==> src/rtl/huffman_pkg.sv <==
// Shared widths, controller state encoding and the legal code-length set
// used by the Huffman stream sequencer.
package huffman_pkg;

  localparam int unsigned WIN_W = 6;
  localparam int unsigned SYM_W = 4;
  localparam int unsigned LEN_W = 4;

  typedef enum logic [2:0] {
    ST_IDLE,
    ST_ISSUE,
    ST_WAIT,
    ST_OUT,
    ST_ERR
  } ctrl_state_t;

  localparam logic [LEN_W-1:0] LEGAL_LENS [4] = '{4'd1, 4'd4, 4'd5, 4'd6};

  function automatic logic len_legal(input logic [LEN_W-1:0] len);
    logic ok;
    ok = 1'b0;
    for (int unsigned i = 0; i < 4; i++) begin
      if (len == LEGAL_LENS[i]) ok = 1'b1;
    end
    return ok;
  endfunction

endpackage

==> src/rtl/huffman_bitbuf.sv <==
// MSB-aligned bit buffer: appends input words below the valid bits and
// drops consumed code bits off the top, both in the same cycle if needed.
module huffman_bitbuf
  import huffman_pkg::*;
#(
  parameter int unsigned WORD_W = 8,
  parameter int unsigned BUF_W  = 32,
  localparam int unsigned CNT_W = $clog2(BUF_W + 1)
) (
  input  logic              clk,
  input  logic              rst,
  input  logic [WORD_W-1:0] in_data,
  input  logic              in_valid,
  input  logic              in_last,
  input  logic              allow,
  input  logic              consume,
  input  logic [LEN_W-1:0]  cons_len,
  input  logic              flush,
  input  logic              clear_last,
  output logic              in_ready,
  output logic [WIN_W-1:0]  window,
  output logic [CNT_W-1:0]  cnt,
  output logic              last_seen
);

  localparam int unsigned ROOM = BUF_W - WORD_W;

  logic [BUF_W-1:0] bits;
  logic [BUF_W-1:0] shifted;
  logic [BUF_W-1:0] placed;
  logic [CNT_W-1:0] cons_bits;
  logic [CNT_W-1:0] base;
  logic             accept;

  assign in_ready  = allow && !last_seen && (cnt <= CNT_W'(ROOM));
  assign accept    = in_valid && in_ready;
  assign cons_bits = consume ? CNT_W'(cons_len) : '0;
  assign base      = cnt - cons_bits;
  assign shifted   = bits << cons_bits;
  // New word goes directly under whatever survives this cycle's consume.
  assign placed    = {in_data, {ROOM{1'b0}}} >> base;
  assign window    = bits[BUF_W-1 -: WIN_W];

  always_ff @(posedge clk) begin
    if (!rst || flush) begin
      bits      <= '0;
      cnt       <= '0;
      last_seen <= 1'b0;
    end else begin
      bits <= accept ? (shifted | placed) : shifted;
      cnt  <= base + (accept ? CNT_W'(WORD_W) : '0);
      if (accept && in_last) last_seen <= 1'b1;
      else if (clear_last)   last_seen <= 1'b0;
    end
  end

endmodule

==> src/rtl/huffman_stream_ctrl.sv <==
// Sequencer between a packed word stream and the Huffman decoder: issues one
// decode at a time, consumes the reported code length and emits symbols.
module huffman_stream_ctrl
  import huffman_pkg::*;
#(
  parameter int unsigned WORD_W  = 8,
  parameter int unsigned BUF_W   = 32,
  parameter int unsigned TIMEOUT = 8
) (
  input  logic              clk,
  input  logic              rst,
  input  logic [WORD_W-1:0] in_data,
  input  logic              in_valid,
  input  logic              in_last,
  output logic              in_ready,
  output logic [WIN_W-1:0]  dec_window,
  output logic              dec_load,
  input  logic              dec_ready,
  input  logic [SYM_W-1:0]  dec_symbol,
  input  logic [LEN_W-1:0]  dec_len,
  output logic [SYM_W-1:0]  sym_data,
  output logic [LEN_W-1:0]  sym_len,
  output logic              sym_last,
  output logic              sym_valid,
  input  logic              sym_ready,
  output logic              err_trunc,
  output logic              err_timeout,
  output logic [15:0]       sym_count
);

  localparam int unsigned CNT_W = $clog2(BUF_W + 1);
  localparam int unsigned TMR_W = $clog2(TIMEOUT + 1);

  ctrl_state_t      state, state_next;
  logic [CNT_W-1:0] cnt;
  logic [WIN_W-1:0] window;
  logic [TMR_W-1:0] wait_cnt;
  logic             last_seen, allow, consume, flush, clear_last, len_fits, go;

  huffman_bitbuf #(
    .WORD_W(WORD_W),
    .BUF_W (BUF_W)
  ) u_bitbuf (
    .clk       (clk),
    .rst       (rst),
    .in_data   (in_data),
    .in_valid  (in_valid),
    .in_last   (in_last),
    .allow     (allow),
    .consume   (consume),
    .cons_len  (dec_len),
    .flush     (flush),
    .clear_last(clear_last),
    .in_ready  (in_ready),
    .window    (window),
    .cnt       (cnt),
    .last_seen (last_seen)
  );

  assign allow     = rst && (state != ST_ERR);
  assign len_fits  = CNT_W'(dec_len) <= cnt;
  assign go        = (cnt >= CNT_W'(WIN_W)) || (last_seen && (cnt != '0));
  assign dec_load  = (state == ST_ISSUE);
  assign sym_valid = (state == ST_OUT);

  always_comb begin
    state_next = state;
    consume    = 1'b0;
    flush      = 1'b0;
    clear_last = 1'b0;
    case (state)
      ST_IDLE:  if (go) state_next = ST_ISSUE;
      ST_ISSUE: state_next = ST_WAIT;
      ST_WAIT: begin
        if (dec_ready) begin
          if (len_fits) begin
            consume    = 1'b1;
            state_next = ST_OUT;
          end else begin
            // Code overran the zero-padded tail: drop it and the stream.
            flush      = 1'b1;
            state_next = ST_IDLE;
          end
        end else if (wait_cnt == TMR_W'(TIMEOUT - 1)) begin
          state_next = ST_ERR;
        end
      end
      ST_OUT: begin
        if (sym_ready) begin
          state_next = ST_IDLE;
          clear_last = sym_last;
        end
      end
      ST_ERR:   state_next = ST_ERR;
      default:  state_next = ST_IDLE;
    endcase
  end

  always_ff @(posedge clk) begin
    if (!rst) begin
      state       <= ST_IDLE;
      dec_window  <= '0;
      sym_data    <= '0;
      sym_len     <= '0;
      sym_last    <= 1'b0;
      err_trunc   <= 1'b0;
      err_timeout <= 1'b0;
      sym_count   <= '0;
      wait_cnt    <= '0;
    end else begin
      state    <= state_next;
      wait_cnt <= (state == ST_WAIT) ? wait_cnt + 1'b1 : '0;
      if (state == ST_IDLE && go) dec_window <= window;
      if (consume) begin
        sym_data <= dec_symbol;
        sym_len  <= dec_len;
        sym_last <= last_seen && (CNT_W'(dec_len) == cnt);
      end
      if (flush) err_trunc <= 1'b1;
      if (state == ST_WAIT && state_next == ST_ERR) err_timeout <= 1'b1;
      if (state == ST_OUT && sym_ready) sym_count <= sym_count + 1'b1;
    end
  end

  always_ff @(posedge clk) begin
    if (rst && state == ST_WAIT && dec_ready)
      assert (len_legal(dec_len)) else $error("illegal dec_len %0d", dec_len);
  end

endmodule
==> config.mk <==
export PLATFORM = sky130hd
export DESIGN_NAME = huffman_stream_ctrl
export DESIGN_NICKNAME = d
export VERILOG_FILES = /design/src/rtl/huffman_pkg.sv /design/src/rtl/huffman_bitbuf.sv /design/src/rtl/huffman_stream_ctrl.sv
export SDC_FILE = /design/constraint.sdc
export NUM_CORES = 1
export LEC_CHECK = 0
export ABC_CLOCK_PERIOD_IN_PS = 6400
export BUFFER_PORTS_ARGS = -buffer_cell sky130_fd_sc_hd__buf_2
export CORE_MARGIN = 3
export CORE_UTILIZATION = 46
export CTS_CLUSTER_DIAMETER = 30
export DETAILED_ROUTE_END_ITERATION = 7
export GPL_TIMING_DRIVEN = 1
export PLACE_DENSITY = 0.67
export SLEW_MARGIN = 10
export SYNTH_ARGS = -nofsm -noshare
export SYNTH_HDL_FRONTEND = slang
export SYNTH_HIERARCHICAL = 1
export SYNTH_SLANG_ARGS = --single-unit
==> constraint.sdc <==
create_clock -name clk -period 6.4 [get_ports clk]
set_input_delay 0.64 -clock clk [delete_from_list [all_inputs] [get_ports clk]]
set_output_delay 0.64 -clock clk [all_outputs]
set_load 0.05 [all_outputs]
After elaboration in Yosys (flattened, before gate mapping)
Index checks and enable logic that the tools add are counted.
{"block": "totals", "latch_bits": 0, "reg_bits": 79, "wordCells": 67, "input_bits": 22, "mem_bits_ro": 0, "output_inout_bits": 36, "memories": 0, "ram_bits": 0}
{"block": "classes", "div_mod_pow": 0, "n_addsub": 4, "shifts": 2, "magnitude_cmp": 3, "muxes": 19, "bitwise": 1, "n_eq_ne": 8, "reduce_logical": 18, "n_mul": 0}
{"operator": "32-bit 2-to-1 mux", "count": 1}
{"operator": "32-bit OR", "count": 1}
{"operator": "32-bit by 6-bit << shifter with 32-bit output", "count": 1}
{"operator": "32-bit by 6-bit >> shifter with 32-bit output", "count": 1}
{"operator": "16-bit by 1-bit adder with 16-bit output (second input constant)", "count": 1}
{"operator": "3-bit one-hot mux with 5 select lines", "count": 1}
{"operator": "3-bit 2-to-1 mux", "count": 4}
{"operator": "1-bit logical AND", "count": 10}
{"operator": "1-bit 2-to-1 mux", "count": 10}
{"operator": "4-bit 2-to-1 mux", "count": 2}
{"operator": "6-bit adder", "count": 1}
{"operator": "3-bit by 2-bit equality test with 1-bit output (second input constant)", "count": 2}
{"operator": "3-bit equality test (second input constant)", "count": 2}
{"operator": "4-bit by 6-bit equality test with 1-bit output", "count": 1}
{"operator": "6-bit by 3-bit >= comparator with 1-bit output (second input constant)", "count": 1}
{"operator": "4-bit by 6-bit less-or-equal comparator with 1-bit output", "count": 1}
{"operator": "6-bit by 5-bit less-or-equal comparator with 1-bit output (second input constant)", "count": 1}
{"operator": "6-bit nonzero test", "count": 1}
{"operator": "6-bit subtractor", "count": 1}
{"operator": "4-bit by 1-bit adder with 4-bit output (second input constant)", "count": 1}
{"operator": "4-bit by 3-bit equality test with 1-bit output (second input constant)", "count": 1}
{"operator": "3-bit by 1-bit equality test with 1-bit output (second input constant)", "count": 1}
{"operator": "3-bit logical NOT", "count": 1}
{"operator": "3-bit inequality test (second input constant)", "count": 1}
{"operator": "5 further kinds", "count": 7}

Depth between registers and ports, before layout
{"block": "depth", "depth_word": 9, "mapped_depth": 24, "ltp_nobuf": 17}

Hierarchy
The synthesis kept the hierarchy.
{"mod": "huffman_bitbuf", "area_per_inst_um2": 3804.9, "seq_area_each_um2": 780.7, "cells_each": 454, "instances": 1}
{"mod": "huffman_stream_ctrl", "area_per_inst_um2": 1864.3, "seq_area_each_um2": 800.8, "cells_each": 207, "instances": 1}

Least setup slack after synthesis
OpenSTA, ideal clock, no wires.
{"block": "synth_timing", "path_kind": "input to register", "start": "input dec_len[3]", "end": "register u_bitbuf.bits[29]", "path_buffers": 6, "cell_stages": 20, "slack_ns": 1.650, "t_required_ns": 6.342, "t_arrival_ns": 4.692, "setup_time_ns": 0.058, "path_cell_list": "ha_1 -> a21oi_1 -> o21ai_0 -> a31oi_2 -> buf_6 -> buf_2 -> and2_1 -> clkbuf_1 -> buf_2 -> inv_1 -> clkbuf_1 -> ha_1 -> a21o_1 -> a311o_1 -> nand2_1 -> buf_4 -> inv_1 -> or3_1 -> o32ai_1 -> o21a_1"}
{"block": "synth_via", "elab_chain_len": 9, "elab_cells_between_ends": 14, "classes_between": "1 x add/sub; 1 x order compare; 2 x shift; 8 x mux; 1 x bitwise; 1 x reduce/logical"}
{"element": "start: declaration", "line": "huffman_stream_ctrl.sv:20", "rtl": "input logic [LEN_W-1:0] dec_len,"}
{"element": "4-bit by 6-bit less-or-equal comparator with 1-bit output (*)", "line": "huffman_stream_ctrl.sv:61", "rtl": "assign len_fits = CNT_W'(dec_len) <= cnt;"}
{"element": "1-bit 2-to-1 mux (*)", "line": "huffman_stream_ctrl.sv:76", "rtl": "if (len_fits) begin"}
{"element": "1-bit 2-to-1 mux (*)", "line": "huffman_stream_ctrl.sv:75", "rtl": "if (dec_ready) begin"}
{"element": "1-bit 2-to-1 mux (*)", "line": "huffman_stream_ctrl.sv:71", "rtl": "case (state)"}
{"element": "net consume", "line": "huffman_stream_ctrl.sv:38", "rtl": "logic last_seen, allow, consume, flush, clear_last, len_fits, go;"}
{"element": "4-bit 2-to-1 mux (*)", "line": "huffman_bitbuf.sv:37", "rtl": "assign cons_bits = consume ? CNT_W'(cons_len) : '0;"}
{"element": "6-bit subtractor", "line": "huffman_bitbuf.sv:38", "rtl": "assign base = cnt - cons_bits;"}
{"element": "32-bit by 6-bit >> shifter with 32-bit output", "line": "huffman_bitbuf.sv:41", "rtl": "assign placed = {in_data, {ROOM{1'b0}}} >> base;"}
{"element": "32-bit OR", "line": "huffman_bitbuf.sv:50", "rtl": "bits <= accept ? (shifted | placed) : shifted;"}
{"element": "32-bit 2-to-1 mux (*)", "line": "huffman_bitbuf.sv:50"}
{"element": "end signal: assignment", "line": "huffman_bitbuf.sv:50"}
{"element": "end: declaration", "line": "huffman_bitbuf.sv:28", "rtl": "logic [BUF_W-1:0] bits;"}
Mark *: on every way through the listed nets, which the timed path passes. The rest lies on a longest branch.
A chain may end at the register's enable or synchronous reset.

Final worst setup path
{"block": "layout_timing", "start": "register u_bitbuf.cnt[1]", "end": "register u_bitbuf.bits[31]"}
{"block": "layout_via", "elab_chain_len": 9, "elab_cells_between_ends": 17, "classes_between": "1 x add/sub; 2 x order compare; 2 x shift; 8 x mux; 1 x bitwise; 3 x reduce/logical"}
{"element": "start: declaration", "line": "huffman_bitbuf.sv:22", "rtl": "output logic [CNT_W-1:0] cnt,"}
{"element": "start signal: assignment", "line": "huffman_bitbuf.sv:51", "rtl": "cnt <= base + (accept ? CNT_W'(WORD_W) : '0);"}
{"element": "4-bit by 6-bit less-or-equal comparator with 1-bit output", "line": "huffman_stream_ctrl.sv:61"}
{"element": "1-bit 2-to-1 mux", "line": "huffman_stream_ctrl.sv:76"}
{"element": "1-bit 2-to-1 mux", "line": "huffman_stream_ctrl.sv:75"}
{"element": "1-bit 2-to-1 mux", "line": "huffman_stream_ctrl.sv:71"}
{"element": "4-bit 2-to-1 mux", "line": "huffman_bitbuf.sv:37"}
{"element": "6-bit subtractor", "line": "huffman_bitbuf.sv:38"}
{"element": "32-bit by 6-bit >> shifter with 32-bit output", "line": "huffman_bitbuf.sv:41"}
{"element": "32-bit OR", "line": "huffman_bitbuf.sv:50"}
{"element": "32-bit 2-to-1 mux", "line": "huffman_bitbuf.sv:50"}
Parallel ways exist; a longest one is shown, timed or not.

==> flow_metrics.tcl <==
set metrics [dict create \
    worst_r2r_endpoint "u_bitbuf/bits[31]" \
    setup.reg_to_reg.worst_slack_ns 1.74 \
    async_flop_share 0 \
    worst_r2r_startpoint "u_bitbuf/cnt[1]" \
    buffer_ports.inserted 57 \
    cts.clk_slew.worst_paths_ns 0.06 \
    final_min_period_over_clock_period 0.728 \
    wire_per_inst_um 19.8 \
    grt_start_max_net_pins 57 \
    fmax_ghz 0.215 \
    power.share.switching 0.410 \
    timing.max_slew.rel_slack 0.308 \
    vias_per_cell 6.42 \
    floorplan.die.width_um 117 \
    timing.reg2reg.worst_path_depth 15 \
    static-leakage-power_uw 0.00266 \
    synth_area_um2 5670 \
    clk_root_buffer_cell "sky130_fd_sc_hd__clkbuf_16" \
    tritoncts_num_sinks 79 \
    postCtsHoldBufs 0 \
    finalHoldViolCount 0 \
    most-common-layout-cells "81 x sky130_fd_sc_hd__nand2_1, 79 x sky130_fd_sc_hd__dfxtp_1, 57 x sky130_fd_sc_hd__buf_2" \
    post_synth_num_cell_types 80 \
    first_pass_iters 5 \
    synthDominantAreaCellType "sky130_fd_sc_hd__dfxtp_1" \
    critPathLaunch "u_bitbuf/cnt[1]" \
    synth-main-ff-cell "sky130_fd_sc_hd__dfxtp_1" \
    report.final.setup_viol 0 \
    worstPathArrival_ns 4.92 \
    finalSetupTns_ns 0 \
    drcViolationCount 0 \
    critical_path.endpoint_type "register" \
    rsz0062_at_grt "false" \
    drt_wirelength_um 16600 \
    power_uw 1860 \
    fin_ws_ns 1.74 \
    fin_cells 838 \
    final.setup_skew_ns 0.0103 \
    final_layout_size_suffix_gt1_frac 0.187 \
    most_common_cell_after_layout_fill_and_taps_aside "sky130_fd_sc_hd__nand2_1" \
    core.rowCount 39 \
    numCtsBuffers 9 \
    number_of_routed_nets_with_antenna_violations 0 \
    fillers 1109 \
    floorplan.die_area_um2 13700 \
    hp_class "reg2reg" \
    synth_largest_type_area_fraction 0.279 \
    overflow 0 \
    combPwrFrac 0.397 \
    post_cts_resized 0 \
    numPlacedInstances 822 \
    syn_inst 661 \
    critical_path.startpoint_type "register" \
    synth_sequential_area_ratio 0.279 \
    internal_power_uw 1100 \
    grt_first_pass_wirelength_um 26700 \
    tritoncts "built" \
    synth_seq_cells 79 \
    area_growth_from_synthesis_to_final_layout_pct 10.8 \
    fp.coreArea_um2 11700 \
    final_net_count 725 \
    first_global_vias 5026 \
    grt_use_total 0.249 \
    route.vias.total 5380 \
    cts_buffer_depth 2 \
    synth_fp_nets 696 \
    crit_end "u_bitbuf/bits[31]" \
    worst_slew_pin_slew_ns 1.03 \
    sequential_power_share 0.335 \
    io-pin-count 58 \
    run_status "completed" \
    number_of_flops_mapped_to_enable_cells_by_yosys 0 \
    number_of_h_tree_levels 3 \
    p_per_area_nw_per_um2 296 \
    post_cts_setup_buffers 0 \
    timing.critical_path.required_ns 6.66 \
    critical_path_peak_fanout 16 \
    timing_worst_setup_path_type "reg2reg" \
    layout_min_cycle_time_ns 4.66 \
    post_synth_main_area_contributors "sky130_fd_sc_hd__dfxtp_1 28%, sky130_fd_sc_hd__mux2i_1 9.4%, sky130_fd_sc_hd__mux4_2 8.3%" \
    antennaDiodeCount 0 \
    power_switching_uw 763 \
    clock_insertion_delay_worst_skew_ns 0.35 \
    preCtsSetupSlack_ns 1.58 \
    die_h_um 117 \
    drt_first_iter_violations 483 \
    worst_ir_drop_vdd_v 0.000227 \
    yosys_warnings 6 \
    place_hpwl_um 12000 \
    slew_violations 0 \
    gpl.final_weighted_congestion 0.992 \
    initial_utilization 0.484 \
    max-cap-violations 0 \
    clkPwrFrac 0.268 \
    avgSynthCellArea_um2 8.58 \
    grt_antenna_before_repair 0 \
]
[worst max-delay path, stage by stage (launching register included)]
cell                      delay [ns]
sky130_fd_sc_hd__dfxtp_1        0.48
sky130_fd_sc_hd__inv_1          0.08
sky130_fd_sc_hd__ha_1           0.30
sky130_fd_sc_hd__a21oi_1        0.16
sky130_fd_sc_hd__o21ai_0        0.20
sky130_fd_sc_hd__a31oi_4        0.57
sky130_fd_sc_hd__and2_1         0.23
sky130_fd_sc_hd__inv_1          0.07
sky130_fd_sc_hd__ha_1           0.36
sky130_fd_sc_hd__a21o_1         0.24
sky130_fd_sc_hd__a311o_1        0.34
sky130_fd_sc_hd__nand2_1        0.31
sky130_fd_sc_hd__inv_1          0.28
sky130_fd_sc_hd__nor3_1         0.61
sky130_fd_sc_hd__nand3_1        0.18
sky130_fd_sc_hd__a21oi_1        0.15
[worst min path at each step]
stage | start | to | slack (ns) | cells past startpoint
floorplan | wait_cnt[0] | wait_cnt[0] | 0.42 | 1
global placement | wait_cnt[0] | wait_cnt[0] | 0.43 | 1
detailed placement | dec_window[0] | dec_window[0] | 0.45 | 2
CTS | dec_window[0] | dec_window[0] | 0.46 | 2
global route | sym_data[1] | sym_data[1] | 0.47 | 2
finish | dec_window[0] | dec_window[0] | 0.45 | 2
[cell families after synthesis]
kind of cell	synth area share
simple gates	0.222
fa+ha+maj	0.0300
mux	0.191
flops	0.279
buf+inv	0.0541
compound gates	0.185
xor+xnor	0.0386
[final cells by class]
type,count,area [um2],share of cell area
Clock buffer,9,225,0.0359
Timing Repair Buffer,69,375,0.0598
Tap cell,143,179,0.0285
Clock inverter,7,62.6,0.00996
Multi-Input combinational cell,513,3790,0.603
Sequential cell,79,1580,0.252
Inverter,18,67.6,0.0108
[state kept, by name, summed over array words and instances, names as in the netlist, 3 cells and up]
| name | count |
|---|---|
| dec_window | 6 |
| sym_count | 16 |
| u_bitbuf/cnt | 6 |
| wait_cnt | 4 |
| state | 3 |
| u_bitbuf/bits | 32 |
| sym_len | 4 |
| sym_data | 4 |
[per-layer routing]
metal | global-route usage | share of wire | vias up
li1 | - | - | 2485
met1 | 0.341 | 0.44 | 2621
met2 | 0.392 | 0.46 | 229
met3 | 0.0416 | 0.063 | 45
met4 | 0.0986 | 0.032 | 0
met5 | 0 | 0 | -
[power groups by stage]
stage | clock, uW | combinational (uW) | sequential, uW
3_5_place_dp | 0 | 710 | 631
2_1_floorplan | 0 | 549 | 630
6_report | 499 | 738 | 624
3_3_place_gp | 0 | 701 | 629
5_1_grt | 521 | 791 | 631
4_1_cts | 505 | 719 | 621
[through the flow]
| stage | utilization | hold WS [ns] | area, um2 |
|---|---|---|---|
| finish | 0.536 | 0.451 | 6280 |
| global route | 0.536 | 0.473 | 6280 |
| CTS | 0.536 | 0.456 | 6280 |
| detailed placement | 0.512 | 0.448 | 5990 |
| global placement | 0.512 | 0.431 | 5990 |
| floorplan | - | 0.418 | 5670 |
[cell usage after synthesis (12+ instances only)]
library cell,instances
sky130_fd_sc_hd__nand2_1,81
sky130_fd_sc_hd__dfxtp_1,79
sky130_fd_sc_hd__mux2i_1,53
sky130_fd_sc_hd__nor2_1,53
sky130_fd_sc_hd__nand3_1,30
sky130_fd_sc_hd__a21oi_1,29
sky130_fd_sc_hd__clkbuf_1,29
sky130_fd_sc_hd__mux4_2,21
sky130_fd_sc_hd__and2_1,20
sky130_fd_sc_hd__xnor2_1,18
sky130_fd_sc_hd__o21ai_0,17
sky130_fd_sc_hd__inv_1,16
sky130_fd_sc_hd__o22ai_1,16
sky130_fd_sc_hd__ha_1,12
Note: power is estimated with default switching activity, not from simulation.
